[src/rtl/id_ex_stage.sv]
// ID/EX boundary register with write-back bypass, load-use bubble insertion and a saturating stall counter.
// One cycle id_* to ex_*; ex_hold freezes EX and id_stall (lu | ex_hold) holds the upstream stages.
module id_ex_stage #(
  parameter int DATA_W = 32,
  parameter int REG_W  = 5,
  parameter int CTRL_W = 9,
  parameter int CNT_W  = 16
) (
  input  logic              clk,
  input  logic              reset,
  input  logic              id_valid,
  input  logic [REG_W-1:0]  id_PR1,
  input  logic [REG_W-1:0]  id_PR2,
  input  logic [REG_W-1:0]  id_WR,
  input  logic [DATA_W-1:0] id_RD1,
  input  logic [DATA_W-1:0] id_RD2,
  input  logic [DATA_W-1:0] id_imm,
  input  logic [CTRL_W-1:0] id_ctrl,
  input  logic              wb_write,
  input  logic [REG_W-1:0]  wb_WR,
  input  logic [DATA_W-1:0] wb_WD,
  input  logic              flush,
  input  logic              ex_hold,
  output logic              id_stall,
  output logic              ex_valid,
  output logic [REG_W-1:0]  ex_PR1,
  output logic [REG_W-1:0]  ex_PR2,
  output logic [REG_W-1:0]  ex_WR,
  output logic [DATA_W-1:0] ex_RD1,
  output logic [DATA_W-1:0] ex_RD2,
  output logic [DATA_W-1:0] ex_imm,
  output logic [CTRL_W-1:0] ex_ctrl,
  output logic [CNT_W-1:0]  stall_cnt
);

  logic [DATA_W-1:0] byp1;
  logic [DATA_W-1:0] byp2;
  logic              lu;
  logic              kill;

  // reg_file write lands on the same edge we capture, so forward it here; r0 is hardwired zero
  always_comb begin
    byp1 = id_RD1;
    byp2 = id_RD2;
    if (wb_write && (wb_WR == id_PR1) && (id_PR1 != '0)) byp1 = wb_WD;
    if (wb_write && (wb_WR == id_PR2) && (id_PR2 != '0)) byp2 = wb_WD;
  end

  assign lu = ex_valid && ex_ctrl[1] && (ex_WR != '0) && id_valid &&
              ((ex_WR == id_PR1) || (ex_WR == id_PR2));
  assign id_stall = lu | ex_hold;

  // a load-use bubble is encoded exactly like a flush, but a hold suppresses it
  assign kill = reset | flush | (lu & ~ex_hold);

  always_ff @(posedge clk) begin
    if (kill) begin
      ex_valid <= 1'b0;
      ex_PR1   <= '0;
      ex_PR2   <= '0;
      ex_WR    <= '0;
      ex_RD1   <= '0;
      ex_RD2   <= '0;
      ex_imm   <= '0;
      ex_ctrl  <= '0;
    end else if (!ex_hold) begin
      ex_valid <= id_valid;
      ex_PR1   <= id_PR1;
      ex_PR2   <= id_PR2;
      ex_WR    <= id_WR;
      ex_RD1   <= byp1;
      ex_RD2   <= byp2;
      ex_imm   <= id_imm;
      ex_ctrl  <= id_valid ? id_ctrl : '0;
    end
  end

  always_ff @(posedge clk) begin
    if (reset) begin
      stall_cnt <= '0;
    end else if (!flush && !ex_hold && lu && (stall_cnt != '1)) begin
      stall_cnt <= stall_cnt + CNT_W'(1);
    end
  end

endmodule

[config.mk]
export PLATFORM = sky130hd
export DESIGN_NAME = id_ex_stage
export DESIGN_NICKNAME = d
export VERILOG_FILES = /design/src/rtl/id_ex_stage.sv
export SDC_FILE = /design/constraint.sdc
export NUM_CORES = 1
export LEC_CHECK = 0
export ABC_AREA = 1
export CAP_MARGIN = 20
export CELL_PAD_IN_SITES_DETAIL_PLACEMENT = 0
export CELL_PAD_IN_SITES_GLOBAL_PLACEMENT = 1
export CORE_MARGIN = 8
export CORE_UTILIZATION = 25
export DETAILED_ROUTE_END_ITERATION = 16
export GPL_TIMING_DRIVEN = 0
export HOLD_SLACK_MARGIN = 0.12
export PLACE_DENSITY = 0.85
export SKIP_LAST_GASP = 1
export SYNTH_ARGS = -nofsm -noshare
export SYNTH_HDL_FRONTEND = slang
export SYNTH_SLANG_ARGS = --single-unit
[constraint.sdc]
create_clock -name clk -period 1.6 [get_ports clk]
set_input_delay 0.4 -clock clk [delete_from_list [all_inputs] [get_ports clk]]
set_output_delay 0.4 -clock clk [all_outputs]
set_load 0.05 [all_outputs]
* Word-level counts from Yosys, hierarchy flattened
Index checks and enable logic that the tools add are counted. Widths: inputs -> output; s select.
Word-level totals: flip-flop bits (word level) 137, bits in latches 0, RAM bits 0, memory bits (read-only) 0, output and inout port bits 138, memories kept 0
Operators by class: $add $sub $neg 1, multiply operators 0, div/mod/pow operators 0, $lt $le $gt $ge 0, equality and inequality tests 5, shift-type cells 0, mux-type cells 3, bitwise gates (word level) 5, reductions and logical operators 17
Operator list (count):
- $mux 32 | 2
- $eq 5x5->1 | 4
- $add 16x1->16 const B | 1
- $ne 16x16->1 const B | 1
- $reduce_bool 5->1 | 3
- $logic_and 1x1->1 | 11
- $mux 9 | 1
- $or 1x1->1 | 3
- $logic_not 1->1 | 2
- $and 1x1->1 | 1
- $logic_or 1x1->1 | 1
- $not 1->1 | 1

* Depth between registers and ports, before layout
Gate-level depths: netlist of the first run.
word-level depth 6, gate-level depth with buffers 12

* Least setup slack after synthesis of the first run
OpenSTA, ideal clock, no wires.
kind register to output, start point register ex_WR[1], end point output port id_stall, data arrival time 1.627 ns, data required time 1.200 ns, path slack -0.427 ns, stages on the path, launching flop included 9, cell sequence dfxtp_1 -> inv_1 -> nand2_1 -> nand2_1 -> nor2_1 -> nand3_1 -> nand2_2 -> nand2_1 -> nand2_1
Between the ends: cells in the longest elaborated chain, start to end 5, elaborated cells between the ends (all ways) 8, those cells by class eq/ne (2); bitwise (1); reduce/logical (5)
Ends and longest elaborated chain:
- start: declaration | line 28 | output logic [REG_W-1:0] ex_WR,
- start signal: assignment | line 70 | ex_WR <= id_WR;
- $reduce_bool 5->1 | line 49 | assign lu = ex_valid && ex_ctrl[1] && (ex_WR != '0) && id_valid &&
- $logic_and 1x1->1 (2 in a row) | line 49
- $logic_and 1x1->1 (*) | line 49
- $or 1x1->1 (*) | line 51 | assign id_stall = lu | ex_hold;
- end: declaration | line 24 | output logic id_stall,
Every way passes the cells marked *; elsewhere a longest branch is shown, timed or not.

* Worst setup path after layout of the first run
start point register ex_WR[4], end point output port id_stall
Same word-level chain as after synthesis.

==> summary by stage, run 1 <==
Setup path
Walking the worst path, the cells encountered are inv_4 -> nand2_2 -> nand2_2 -> nor2_2 -> nand3_1 -> nand2_4 -> nand2_4 -> nand2_4 -> buf_8. The cell at the slowest stage of the critical path is dfxtp_4. The startpoint type of the worst setup path is a flip-flop. Following the worst setup path forward leads to its endpoint at id_stall. The setup path with the least slack is of type flip-flop to output port. The logic depth of the worst register-to-register path is 15. The worst reg2reg path startpoint is ex_WR[4]$_SDFFE_PP0N_.

The beginning of the critical path is ex_WR[4]$_SDFFE_PP0N_. Data arrives at the worst endpoint at 1.56 ns. For this run, the slowest stage of the critical path takes 0.39 ns.

The data required time of the worst path is 1.20 ns. The endpoint identified for the worst register-to-register timing path is ex_RD2[17]$_SDFFE_PP0N_. The capturing element type of the critical path is an output port.

The cell repeated most along the worst path is nand2_4. The worst-path maximum fanout is 4. Setup slack on the worst reg-to-reg path comes out at -0.34 ns.

Yosys
Sequential elements use 43.45% of the synthesized area. By area the synthesized netlist is led by dfxtp_1, nand2_1, nor2_1, o21ai_0, inv_1. The area share of the largest cell type after synthesis is 43.45%. The cell count after synthesis came out at 951.

The library cell with the largest summed area after synthesis is dfxtp_1. The synthesized net count is 1115. The number of synthesis warnings is 0. After synthesis, the netlist uses 33 different library cells.

The average footprint of a synthesized cell is 6.638 µm². In this run, synthesis produced a sequential element count of 137. The area of the mapped netlist is 6312 µm².

Placement
The number of cells in the design after placement is 1580. The count of input and output buffers is 299. Summed over all nets, the half-perimeter wirelength after detailed placement is 21.06 mm. Routability-driven placement finished with a final weighted congestion of 0.8336.

Pwr
The cell area power density is 833.6 nW/µm². In this run the static leakage power is 5.039 nW. The design draws 9.786 mW. The worst-case vdd ir drop is 0.5565 mV.

Routing
The detailed-route wire length is 28.97 mm. For this block, the via count after detailed routing is 7493. The violation count after the first detailed-route iteration is 312.

The number of design rule violations left after detail routing is 0. Using the TritonRoute via totals, the vias-per-cell ratio works out to 4.511. The mean routed wirelength per cell is 17.44 µm. The detail route stage leaves a number of antenna-violating nets equal to 0.

The first detailed-routing pass took 5 iterations.

Worst hold path
The cell depth of the worst min-delay path is 2. The type of the worst min-delay path is flip-flop to flip-flop.

Global routing
The via count of the first global-routing pass was 7734. The first-pass GRT wire length is 43.66 mm. The met2 demand-to-capacity share in global routing is 31.09%. Global routing consumed, on the met3 layer, 8.137% of the routing resources. The leftover overflow at the end of global routing is 0.

met2 is the most crowded layer. The total global routing track utilization is 18.16%. The initial antenna violation count was 2. The pin count of the biggest net entering global routing is 17. The global routing usage on met1 is 20.02%.

Timing
For the pin with the worst max-slew slack, the measured transition is 0.7443 ns. Setup slack on the critical path of the routed design comes to -0.3641 ns. The relative slew slack is 50.38%. The final count of hold timing violations is 0. Setup repair after global routing could not meet its margin everywhere. The setup clock skew after layout is 0.02216 ns.

The maximum clock frequency is 0.5091 GHz. The final-report max-slew violation count is 0. The number of failing setup endpoints in the final timing report is 135.

The worst path uses 122.8% of the clock period. For the final routed database, the setup TNS stands at -30.44 ns. The minimum clock period is 1.964 ns.

Flow run
The number of max-cap violations is 0.

Finish
The finished layout holds 1661 standard cells, fillers aside. The area overhead of the layout relative to synthesis is 85.99%. At the end of the flow the core is filled with cells to 47.03%. The final net count is 1481. The post-route netlist has 29.85% of its cells at a drive strength greater than 1. The total of fill cells in the finished design is 2528.

Floorplan
The vertical extent of the die is 174.9 µm. The die covers 30590 µm². For this configuration, the core starts out at a cell density of 25.29%. The floorplan row count is 58. The placeable core area is 24960 µm². From left edge to right edge, the die measures 174.9 µm. Pin placement for this block handled 301 I/O pins.

CTS
The buffer cell driving the clock tree root is clkbuf_16. The clock insertion delay at the later pin of the skew report is 0.43 ns. The depth of the CTS H-tree is 4. The clock transition at the registers of the reported paths is 0.06 ns.

In this run the deepest clock path goes through 2 buffers. The clock net sink count is 137. Clock tree synthesis inserted a total of 17 buffers. TritonCTS built the clock tree.

Outcome
The run finished, with violations left. The final reports fail on negative setup slack.
## flip-flops by register name (all words and copies together), names as in the netlist
register   count
ex_PR1         5
ex_imm        32
ex_RD2        32
ex_valid       1
stall_cnt     16
ex_ctrl        9
ex_PR2         5
ex_RD1        32
ex_WR          5
## repair_timing
| action | CTS | global route |
|---|---|---|
| resized for setup | 525 | 227 |
| cloned | 9 | 5 |
| pin swaps | 24 | 47 |
| setup endpoints to repair | 273 | 172 |
| hold buffers | 0 | 0 |
| setup buffers | 29 | 15 |
## worst max-delay path: cells and delay by family (launching register included)
kind / cells / cell delay (ns)
AND/OR/NAND/NOR: 7 / 0.54
buffers and inverters: 2 / 0.20
flip-flops: 1 / 0.39
## kinds of logic (layout without fill, tap and decap cells)
family	Yosys count	after routing	synth area share, %
AO/OA/AOI/OAI	167	167	13.74
AND/OR/NAND/NOR	523	523	32.65
XOR/XNOR	7	7	0.9713
adder cells (fa/ha/maj)	1	1	0.1982
other	0	1	0
buffers and inverters	116	495	8.999
flip-flops	137	137	43.45
## layer usage
layer / part of all wire, % / routed length (µm)
met1: 40 / 11600
met2: 48 / 13960
met3: 10 / 2946
met4: 1.5 / 437
met5: 0.076 / 22
## how the worst min path moves through the flow
stage | start | to | slack (ns)
detailed placement | ex_imm[20]$_SDFFE_PP0N_ | ex_imm[20]$_SDFFE_PP0N_ | 0.45
global route | id_PR2[3] | ex_PR2[3]$_SDFFE_PP0N_ | 0.48
CTS | id_PR2[3] | ex_PR2[3]$_SDFFE_PP0N_ | 0.46
finish | ex_imm[17]$_SDFFE_PP0N_ | ex_imm[17]$_SDFFE_PP0N_ | 0.46
floorplan | reset | stall_cnt[0]$_SDFFE_PP0P_ | 0.46
global placement | ex_imm[13]$_SDFFE_PP0N_ | ex_imm[13]$_SDFFE_PP0N_ | 0.45
## placed cells by master (no fill, tap or decap), drive strengths merged, types with 2 or more instances in the layout
cell	count
buf	101
dlygate4sd2	10
nor2	242
clkdlybuf4s50	147
nand3	15
clkdlybuf4s15	96
nand4	7
clkinv	2
dlymetal6s2s	5
nor3	3
bufinv	2
clkinvlp	2
a22oi	9
o21ai	116
inv	73
xor2	4
o22ai	2
a21oi	39
dfxtp	137
xnor2	3
clkdlybuf4s18	9
nand2	253
nand3b	2
clkbuf	47
## layout make-up
type / count / area (µm²) / share of cell area, %
timing repair inverter: 1 / 16.27 / 0.1385
clock buffer: 19 / 454.2 / 3.869
antenna: 1 / 2.502 / 0.02132
timing repair buffer: 349 / 3716 / 31.65
inverter: 65 / 269.0 / 2.291
clock inverter: 13 / 153.9 / 1.311
sequential: 137 / 2788 / 23.75
buffer: 48 / 364.1 / 3.101
multi-input combinational: 698 / 3563 / 30.35
tap: 330 / 412.9 / 3.517
## through the flow
| stage | setup slack [ns] | hold slack (ns) | cell area, µm² |
|---|---|---|---|
| after floorplan | -0.02452 | 0.4619 | 6381 |
| after global placement | -1.399 | 0.4502 | 9787 |
| after detailed placement | -1.413 | 0.4538 | 9787 |
| after CTS | -0.3832 | 0.4585 | 11250 |
| after global routing | -0.4451 | 0.4835 | 11740 |
| final | -0.3641 | 0.4628 | 11740 |
## Yosys cell counts (all sizes together)
cell type and count:
xor2 4, buf 28, nand4 7, o22ai 2, o21ai 116, dfxtp 137
nor3 3, nand3b 2, xnor2 3, clkbuf 23, a22oi 9, ha 1
inv 64, a21oi 39, nand2 253, o21bai 1, or2 1, clkinv 1
nand3 15, nor2 242
## power breakdown
part	switching (mW)	leakage (nW)	internal (mW)	total, mW
Clock	1.74	0.294	2.44	4.18
Sequential	0.0769	1.13	3.52	3.59
Combinational	1.12	3.62	0.887	2.01
Note: power is estimated with default switching activity, not from simulation.
==> inputs of run 2 (changes only) <==
--- a/config.mk
+++ b/config.mk
@@ -9,13 +9,14 @@
 export CAP_MARGIN = 20
 export CELL_PAD_IN_SITES_DETAIL_PLACEMENT = 0
 export CELL_PAD_IN_SITES_GLOBAL_PLACEMENT = 1
-export CORE_MARGIN = 8
+export CORE_MARGIN = 4
 export CORE_UTILIZATION = 25
 export DETAILED_ROUTE_END_ITERATION = 16
 export GPL_TIMING_DRIVEN = 0
 export HOLD_SLACK_MARGIN = 0.12
 export PLACE_DENSITY = 0.85
 export SKIP_LAST_GASP = 1
+export SLEW_MARGIN = 20
 export SYNTH_ARGS = -nofsm -noshare
 export SYNTH_HDL_FRONTEND = slang
 export SYNTH_SLANG_ARGS = --single-unit
==> run 2 against run 1 <==
Effect of this change:
- the run still ends with negative setup slack left
- clock skew decreased by 0.010 ns
- global-route usage is 0.47 points higher
- critical path depth decreased by 2
- critical path type is now input pin to output port
- largest cell class unchanged
==> summary by stage, run 2 (synthesized netlist as in run 1, its figures left out) <==
Outcome
Result of the run: finished with violations (unchanged). Violations in the final reports: negative setup slack (unchanged).

Global routing
The total global routing track utilization came to 18.63% (was 18.16%). The via count of the first global-routing pass is 7344 (was 7734). The leftover overflow at the end of global routing was 0 (unchanged). The initial antenna violation count came to 4 (was 2).

The pin count of the biggest net entering global routing was 17 (unchanged). The first-pass GRT wire length is 41.28 mm (was 43.66 mm).

CTS
The clock net sink count is 137 (unchanged). The clock transition at the registers of the reported paths is 0.07 ns (was 0.06 ns). The number of buffers inserted for hold repair after clock tree synthesis is 0 (unchanged). The depth of the CTS H-tree is 4 (unchanged). The maximum clock insertion buffer count is 2 (unchanged). The clock insertion delay at the later pin of the skew report is 0.42 ns (was 0.43 ns).

The CTS tree is yes (unchanged). The number of buffers created by CTS is 17 (unchanged). The buffer cell driving the clock tree root is clkbuf_16 (unchanged).

Routing
The violation count after the first detailed-route iteration is 295 (was 312). The number of design rule violations left after detail routing was 0 (unchanged). The number of vias in the routed layout is 7370 (was 7493). The first-pass iteration count of the detailed router is 5 (unchanged). The average vias per placed instance is 4.445 (was 4.511).

The mean routed wirelength per cell was 16.19 µm (was 17.44 µm). The detailed-route wire length came to 26.84 mm (was 28.97 mm). The number of antenna-violating nets in the routed design is 0 (unchanged).

Placement
The routability congestion estimate came to 0.8682 (was 0.8336). The half-perimeter wire length after placement is 19.81 mm (was 21.06 mm). The count of input and output buffers is 299 (unchanged).

The post-detailed-placement cell area was 9779 µm² (was 9787 µm²). The setup slack after placement came to -1.408 ns (was -1.413 ns).

Setup path
The startpoint type of the worst setup path is an input pin (was flip-flop). The stage delay of the slowest cell on the critical path came to 0.48 ns (was 0.39 ns). The buffering stage count on the worst path with inverters included is 3 (was 2).

The cell repeated most along the worst path is nand2_4 (unchanged). The kind of cell with the highest combined delay on the critical path is buffers and inverters (was simple AND/OR/NAND/NOR gates). Series of cell instances along the critical path: clkdlybuf4s50_1 -> nand3_1 -> o21bai_2 -> inv_2 -> nand2_4 -> nand2_4 -> buf_8 (was inv_4 -> nand2_2 -> nand2_2 -> nor2_2 -> nand3_1 -> nand2_4 -> nand2_4 -> nand2_4 -> buf_8). The number of gates on the worst path with buffers counted came to 7 (was 9). The logic depth of the worst register-to-register path is 15 (unchanged). The capturing element type of the critical path is an output port (unchanged). The data required time of the worst path is 1.20 ns (about the same).

The critical path class is input pin to output port (was flip-flop to output port). The worst-path maximum fanout is 2 (was 4). The cell at the slowest stage of the critical path is clkdlybuf4s50_1 (was dfxtp_4). The data arrival at the endpoint of the critical path came to 1.55 ns (was 1.56 ns).

Finish
The post-route cell area was 11510 µm² (was 11740 µm²). Top Registers: ex_RD1 (32), ex_RD2 (32), ex_imm (32) (unchanged). The final net count is 1482 (was 1481).

The ratio of cells with drive above 1 in the final layout is 27.87% (was 29.85%). The area overhead of the layout relative to synthesis came to 82.30% (was 85.99%). Commonest cells after routing, fill and taps aside: nand2_1, nor2_1, clkdlybuf4s50_1, dfxtp_1, clkdlybuf4s15_2 (unchanged). The commonest non-fill, non-tap cell in the layout is nand2_1 (unchanged).

Timing
The maximum clock frequency came to 0.5130 GHz (was 0.5091 GHz). The final critical-path setup slack came to -0.3493 ns (was -0.3641 ns). RSZ-0062 raised after global routing: yes (unchanged). The relative slew slack is 51.45% (was 50.38%).

The setup clock skew after layout is 0.01191 ns (was 0.02216 ns). The ratio of final minimum period to clock period is 121.8% (was 122.8%). The final count of hold timing violations is 0 (unchanged). The transition at the pin with the smallest max-transition slack came to 0.7256 ns (was 0.7443 ns). The minimum clock period is 1.949 ns (was 1.964 ns). The number of failing setup endpoints in the final timing report was 135 (unchanged). The final-report max-slew violation count is 0 (unchanged).

Pwr
The switching share of power is 31.08% (was 30.07%). The portion of total power attributed to sequential cells is 38.5% (was 36.7%). The worst-case vdd ir drop is 0.5766 mV (was 0.5565 mV). The total net switching power is 2.902 mW (was 2.943 mW). The share of power burned in combinational logic came to 21.0% (was 20.5%). The clock group share of total power is 40.5% (was 42.7%).

The leakage power is 5.006 nW (was 5.039 nW). The cell area power density is 811.4 nW/µm² (was 833.6 nW/µm²). The internal power is 6.435 mW (was 6.843 mW).

Floorplan
The area of the die is 27860 µm² (was 30590 µm²). The initial cell density of the core is 25.65% (was 25.29%). The placeable core area is 24600 µm² (was 24960 µm²). The die extent in x is 166.9 µm (was 174.9 µm). The floorplan row count is 57 (was 58). The vertical extent of the die is 166.9 µm (was 174.9 µm). The number of primary I/O pins is 301 (unchanged).

Flow run
The number of max-cap violations is 0 (unchanged).

Worst hold path
The cell depth of the worst min-delay path is 2 (unchanged). The type of the worst min-delay path is flip-flop to flip-flop (unchanged).
[run 2: changes by cell type in the layout (fill, tap and decap cells not counted), sizes merged, moves of 2 or more]
| cell | delta |
|---|---|
| clkbuf | -4 |
| clkinv | +3 |
| dlymetal6s2s | -3 |
| buf | -2 |
| bufbuf | +2 |
| bufinv | -2 |
| clkdlybuf4s18 | +2 |
| clkdlybuf4s50 | +2 |
| diode | +2 |
[run 2: through the flow]
stage	instances	power (mW)	util (%)	hold slack (ns)	TNS (ns)
floorplan	951	4.561	-	0.4619	-0.02452
global placement	1574	5.401	39.75	0.4510	-103.06
detailed placement	1574	5.405	39.75	0.4573	-107.17
CTS	1635	9.353	44.81	0.4575	-31.57
global route	1658	9.757	46.77	0.4603	-45.62
finish	1658	9.337	46.77	0.4589	-29.81
[run 2: path summary, 6_finish.rpt]
path / startpoint / to / slack [ns]
max: id_valid / id_stall / -0.35
min: ex_imm[14]$_SDFFE_PP0N_ / ex_imm[14]$_SDFFE_PP0N_ / 0.46
max reg2reg: ex_WR[4]$_SDFFE_PP0N_ / ex_RD1[15]$_SDFFE_PP0N_ / -0.31
min reg2reg: ex_imm[14]$_SDFFE_PP0N_ / ex_imm[14]$_SDFFE_PP0N_ / 0.46
[run 2: power by group through the flow]
stage               Sequential (mW)  Combinational [mW]  Clock (mW)
floorplan                      4.06               0.505           0
global placement               3.66                1.75           0
detailed placement             3.66                1.75           0
CTS                            3.59                1.88        3.89
global route                   3.61                2.10        4.05
finish                         3.59                1.96        3.78
[run 2: area by class of cell]
class,instances,area [µm²]
timing repair buffer,349,3695
tap,324,405.4
antenna,3,7.507
timing repair inverter,1,11.26
fill,2472,13100
inverter,65,270.3
multi-input combinational,698,3411
clock buffer,17,425.4
sequential,137,2788
clock inverter,15,127.6
buffer,49,366.6
[run 2: tightest hold or removal path, delay by kind of cell (launching register included)]
kind | cells | cell delay (ns)
AND/OR/NAND/NOR | 1 | 0.06
flip-flops | 1 | 0.31
AO/OA/AOI/OAI | 1 | 0.05
[run 2: per-layer routing]
layer | vias up | GRT usage [%] | routed length, µm
met5 | - | 0 | 13
met4 | 2 | 5.336 | 523
met3 | 32 | 6.945 | 2334
met1 | 3314 | 21.79 | 11000
li1 | 3753 | - | -
met2 | 269 | 31.95 | 12970
[run 2: what timing repair did]
action                                  4_1_cts  5_1_grt
buffers inserted                             20       21
resized for setup                           514      177
cloned                                       10        2
endpoints found under the setup margin      273      167
pin swaps                                    20       29
==> inputs of run 3 (changes only) <==
--- a/config.mk
+++ b/config.mk
@@ -6,15 +6,15 @@
 export NUM_CORES = 1
 export LEC_CHECK = 0
 export ABC_AREA = 1
+export ABC_CLOCK_PERIOD_IN_PS = 2200
 export CAP_MARGIN = 20
 export CELL_PAD_IN_SITES_DETAIL_PLACEMENT = 0
 export CELL_PAD_IN_SITES_GLOBAL_PLACEMENT = 1
 export CORE_MARGIN = 4
-export CORE_UTILIZATION = 25
+export CORE_UTILIZATION = 27
 export DETAILED_ROUTE_END_ITERATION = 16
-export GPL_TIMING_DRIVEN = 0
 export HOLD_SLACK_MARGIN = 0.12
-export PLACE_DENSITY = 0.85
+export PLACE_DENSITY = 0.87
 export SKIP_LAST_GASP = 1
 export SLEW_MARGIN = 20
 export SYNTH_ARGS = -nofsm -noshare
==> constraint.sdc (replaced) <==
create_clock -name clk -period 2.2 [get_ports clk]
set_input_delay 0.55 -clock clk [delete_from_list [all_inputs] [get_ports clk]]
set_output_delay 0.55 -clock clk [all_outputs]
set_load 0.05 [all_outputs]
==> run 3 against run 2 <==
Effect of this change:
- the run now ends clean
- via count is 3.6% lower
- clock power is 26% lower
- wire length is 14% lower
- register-to-register slack better by 0.57 ns
- power is 29% lower
- count of clock-buffer cells in the layout is 3 higher
- combinational power is 36% lower
- sequential share of layout area is 2.2 points higher
- utilization is 1.2 points lower
- final area is 9.5% lower
- critical path type is now flip-flop to output port
- largest cell class unchanged
==> summary by stage, run 3 (synthesized netlist as in run 1, its figures left out) <==
Setup path
The beginning of the critical path is ex_RD2[2]$_SDFFE_PP0N_ (was id_valid). The internal reg-to-reg setup slack is 0.26 ns (was -0.31 ns). Series of cell instances along the critical path: clkdlybuf4s50_1 (was clkdlybuf4s50_1 -> nand3_1 -> o21bai_2 -> inv_2 -> nand2_4 -> nand2_4 -> buf_8). The number of gates on the worst path with buffers counted was 1 (was 7).

The critical path class was flip-flop to output port (was input pin to output port). The kind of cell with the highest combined delay on the critical path is buffers and inverters (unchanged). The logic depth of the worst register-to-register path came to 10 (was 15). The data arrival at the endpoint of the critical path is 1.61 ns (was 1.55 ns). The stage delay of the slowest cell on the critical path is 0.83 ns (was 0.48 ns).

The capturing element type of the critical path is an output port (unchanged). The endpoint of the most critical setup path is ex_RD2[2] (was id_stall). The data required time of the worst path came to 1.65 ns (was 1.20 ns). The worst-path maximum fanout came to 2 (unchanged). The capturing point of the worst reg2reg path is ex_RD2[14]$_SDFFE_PP0N_ (was ex_RD1[15]$_SDFFE_PP0N_).

The startpoint type of the worst setup path is a flip-flop (was input pin). The cell at the slowest stage of the critical path is clkdlybuf4s50_1 (unchanged). The buffering stage count on the worst path with inverters included is 1 (was 3). The worst reg2reg path startpoint was ex_WR[3]$_SDFFE_PP0N_ (was ex_WR[4]$_SDFFE_PP0N_).

Finish
The total of fill cells in the finished design is 2339 (was 2472). The area taken by flip-flops and latches came to 2755 µm² (was 2788 µm²). The ratio of cells with drive above 1 in the final layout came to 9.602% (was 27.87%). Commonest cells after routing, fill and taps aside: clkdlybuf4s50_1, nand2_1, nor2_1, dfxtp_1, o21ai_0 (was nand2_1, nor2_1, clkdlybuf4s50_1, dfxtp_1, clkdlybuf4s15_2).

The antenna diode instance count was 0 (was 3). The area overhead of the layout relative to synthesis is 65.00% (was 82.30%). The final net count came to 1432 (was 1482). The share of the core filled with cells is 45.59% (was 46.77%). The commonest non-fill, non-tap cell in the layout is clkdlybuf4s50_1 (was nand2_1). Top Registers: ex_RD1 (32), ex_RD2 (32), ex_imm (32) (unchanged). The area of the multi-input gates is 3025 µm² (was 3411 µm²).

Pwr
The worst-case vdd ir drop is 0.4067 mV (was 0.5766 mV). The cell area power density was 639.3 nW/µm² (was 811.4 nW/µm²). The leakage power is 4.671 nW (was 5.006 nW).

Global routing
The initial antenna violation count is 0 (was 4). The first-pass GRT wire length is 36.28 mm (was 41.28 mm). The leftover overflow at the end of global routing is 0 (unchanged). The pin count of the biggest net entering global routing is 86 (was 17). The total global routing track utilization came to 17.19% (was 18.63%). The via count of the first global-routing pass came to 6953 (was 7344).

Routing
The mean routed wirelength per cell is 14.53 µm (was 16.19 µm). The violation count after the first detailed-route iteration was 469 (was 295). The number of antenna-violating nets in the routed design came to 0 (unchanged). The first-pass iteration count of the detailed router is 5 (unchanged). The detailed-route wire length is 23.16 mm (was 26.84 mm). The number of design rule violations left after detail routing was 0 (unchanged). The average vias per placed instance is 4.459 (was 4.445). The number of vias in the routed layout came to 7107 (was 7370).

CTS
The number of buffers inserted for hold repair after clock tree synthesis is 0 (unchanged). The clock insertion delay at the later pin of the skew report is 0.41 ns (was 0.42 ns). The clock net sink count was 137 (unchanged).

The CTS tree is yes (unchanged). The buffer cell driving the clock tree root is clkbuf_16 (unchanged). The maximum clock insertion buffer count is 2 (unchanged). The number of buffers created by CTS came to 17 (unchanged).

The depth of the CTS H-tree is 4 (unchanged). The clock transition at the registers of the reported paths was 0.07 ns (about the same).

Outcome
Result of the run: completed (was finished with violations).

Timing
The post-route worst hold slack is 0.4667 ns (was 0.4589 ns). The transition at the pin with the smallest max-transition slack was 0.7342 ns (was 0.7256 ns). The worst path uses 98.27% of the clock period. The maximum clock frequency is 0.4625 GHz.

RSZ-0062 raised after global routing: yes (unchanged). The final count of hold timing violations was 0 (unchanged). The relative slew slack is 50.87% (was 51.45%). The number of failing setup endpoints in the final timing report is 0 (was 135). The final-report max-slew violation count is 0 (unchanged). The setup clock skew after layout is 0.01009 ns (was 0.01191 ns).

The routed design could run at a clock period as short as 2.162 ns.

Placement
The routability congestion estimate came to 0.8263 (was 0.8682). The count of input and output buffers is 300 (was 299). The half-perimeter wire length after placement is 16.93 mm (was 19.81 mm).

Floorplan
The area of the die is 25890 µm² (was 27860 µm²). The initial cell density of the core is 27.63% (was 25.65%). The floorplan row count is 55 (was 57).

The placeable core area was 22850 µm² (was 24600 µm²). The die extent in x was 160.9 µm (was 166.9 µm). The number of primary I/O pins is 301 (unchanged). The vertical extent of the die is 160.9 µm (was 166.9 µm).

Flow run
The number of max-cap violations came to 0 (unchanged).

Worst hold path
The hold path startpoint is ex_imm[30]$_SDFFE_PP0N_ (was ex_imm[14]$_SDFFE_PP0N_). The type of the worst min-delay path was flip-flop to flip-flop (unchanged).
[run 3: worst min-delay path by stage]
stage | endpoint | slack [ns] | depth (start not counted)
detailed placement | ex_imm[30]$_SDFFE_PP0N_ | 0.46 | 2
finish | ex_imm[30]$_SDFFE_PP0N_ | 0.47 | 2
global route | ex_imm[26]$_SDFFE_PP0N_ | 0.48 | 2
CTS | ex_imm[27]$_SDFFE_PP0N_ | 0.47 | 2
floorplan | stall_cnt[0]$_SDFFE_PP0P_ | 0.62 | 1
global placement | ex_imm[27]$_SDFFE_PP0N_ | 0.45 | 2
[run 3: metal layers]
layer	vias up	track usage, %	share of wire [%]
li1	3615	-	-
met4	0	4.498	1.2
met5	-	0	0
met3	21	7.185	10
met2	262	29.34	46
met1	3209	19.94	43
[run 3: where the power goes]
group	switching [mW]	internal, mW	leakage, nW
Sequential	0.0492	2.56	1.12
Combinational	0.705	0.553	3.29
Clock	1.19	1.60	0.260
Total	1.94	4.72	4.67
[run 3: tightest hold or removal path, delay by kind of cell, from the launching register on]
family / cells / cell delay (ns)
AO/OA/AOI/OAI: 1 / 0.05
flip-flops: 1 / 0.31
AND/OR/NAND/NOR: 1 / 0.06
[run 3: cell type report]
type | count | share of cell area (%)
clock buffer | 20 | 4.289
clock inverter | 12 | 1.117
inverter | 65 | 2.415
multi-input combinational | 698 | 29.05
sequential | 137 | 26.45
tap | 313 | 3.760
timing repair buffer | 349 | 32.92
[run 3: repair_timing]
item,in CTS,in global routing
gates cloned,0,0
pin swaps,3,4
resized for setup,25,23
setup endpoints to repair,13,58
buffers inserted,2,1
[run 3: per-stage QoR]
stage / TNS, ns / power (mW) / instance area (µm²) / std cells / setup WS, ns
after floorplan: 0 / 3.322 / 6312 / 951 / 0.02325
after global placement: -21.18 / 3.930 / 9796 / 1559 / -0.2975
after detailed placement: -25.27 / 3.934 / 9796 / 1559 / -0.3191
after CTS: -0.07362 / 6.756 / 10350 / 1593 / -0.07362
after global routing: -0.03716 / 6.963 / 10420 / 1594 / -0.03716
final: 0 / 6.658 / 10420 / 1594 / 0.03796
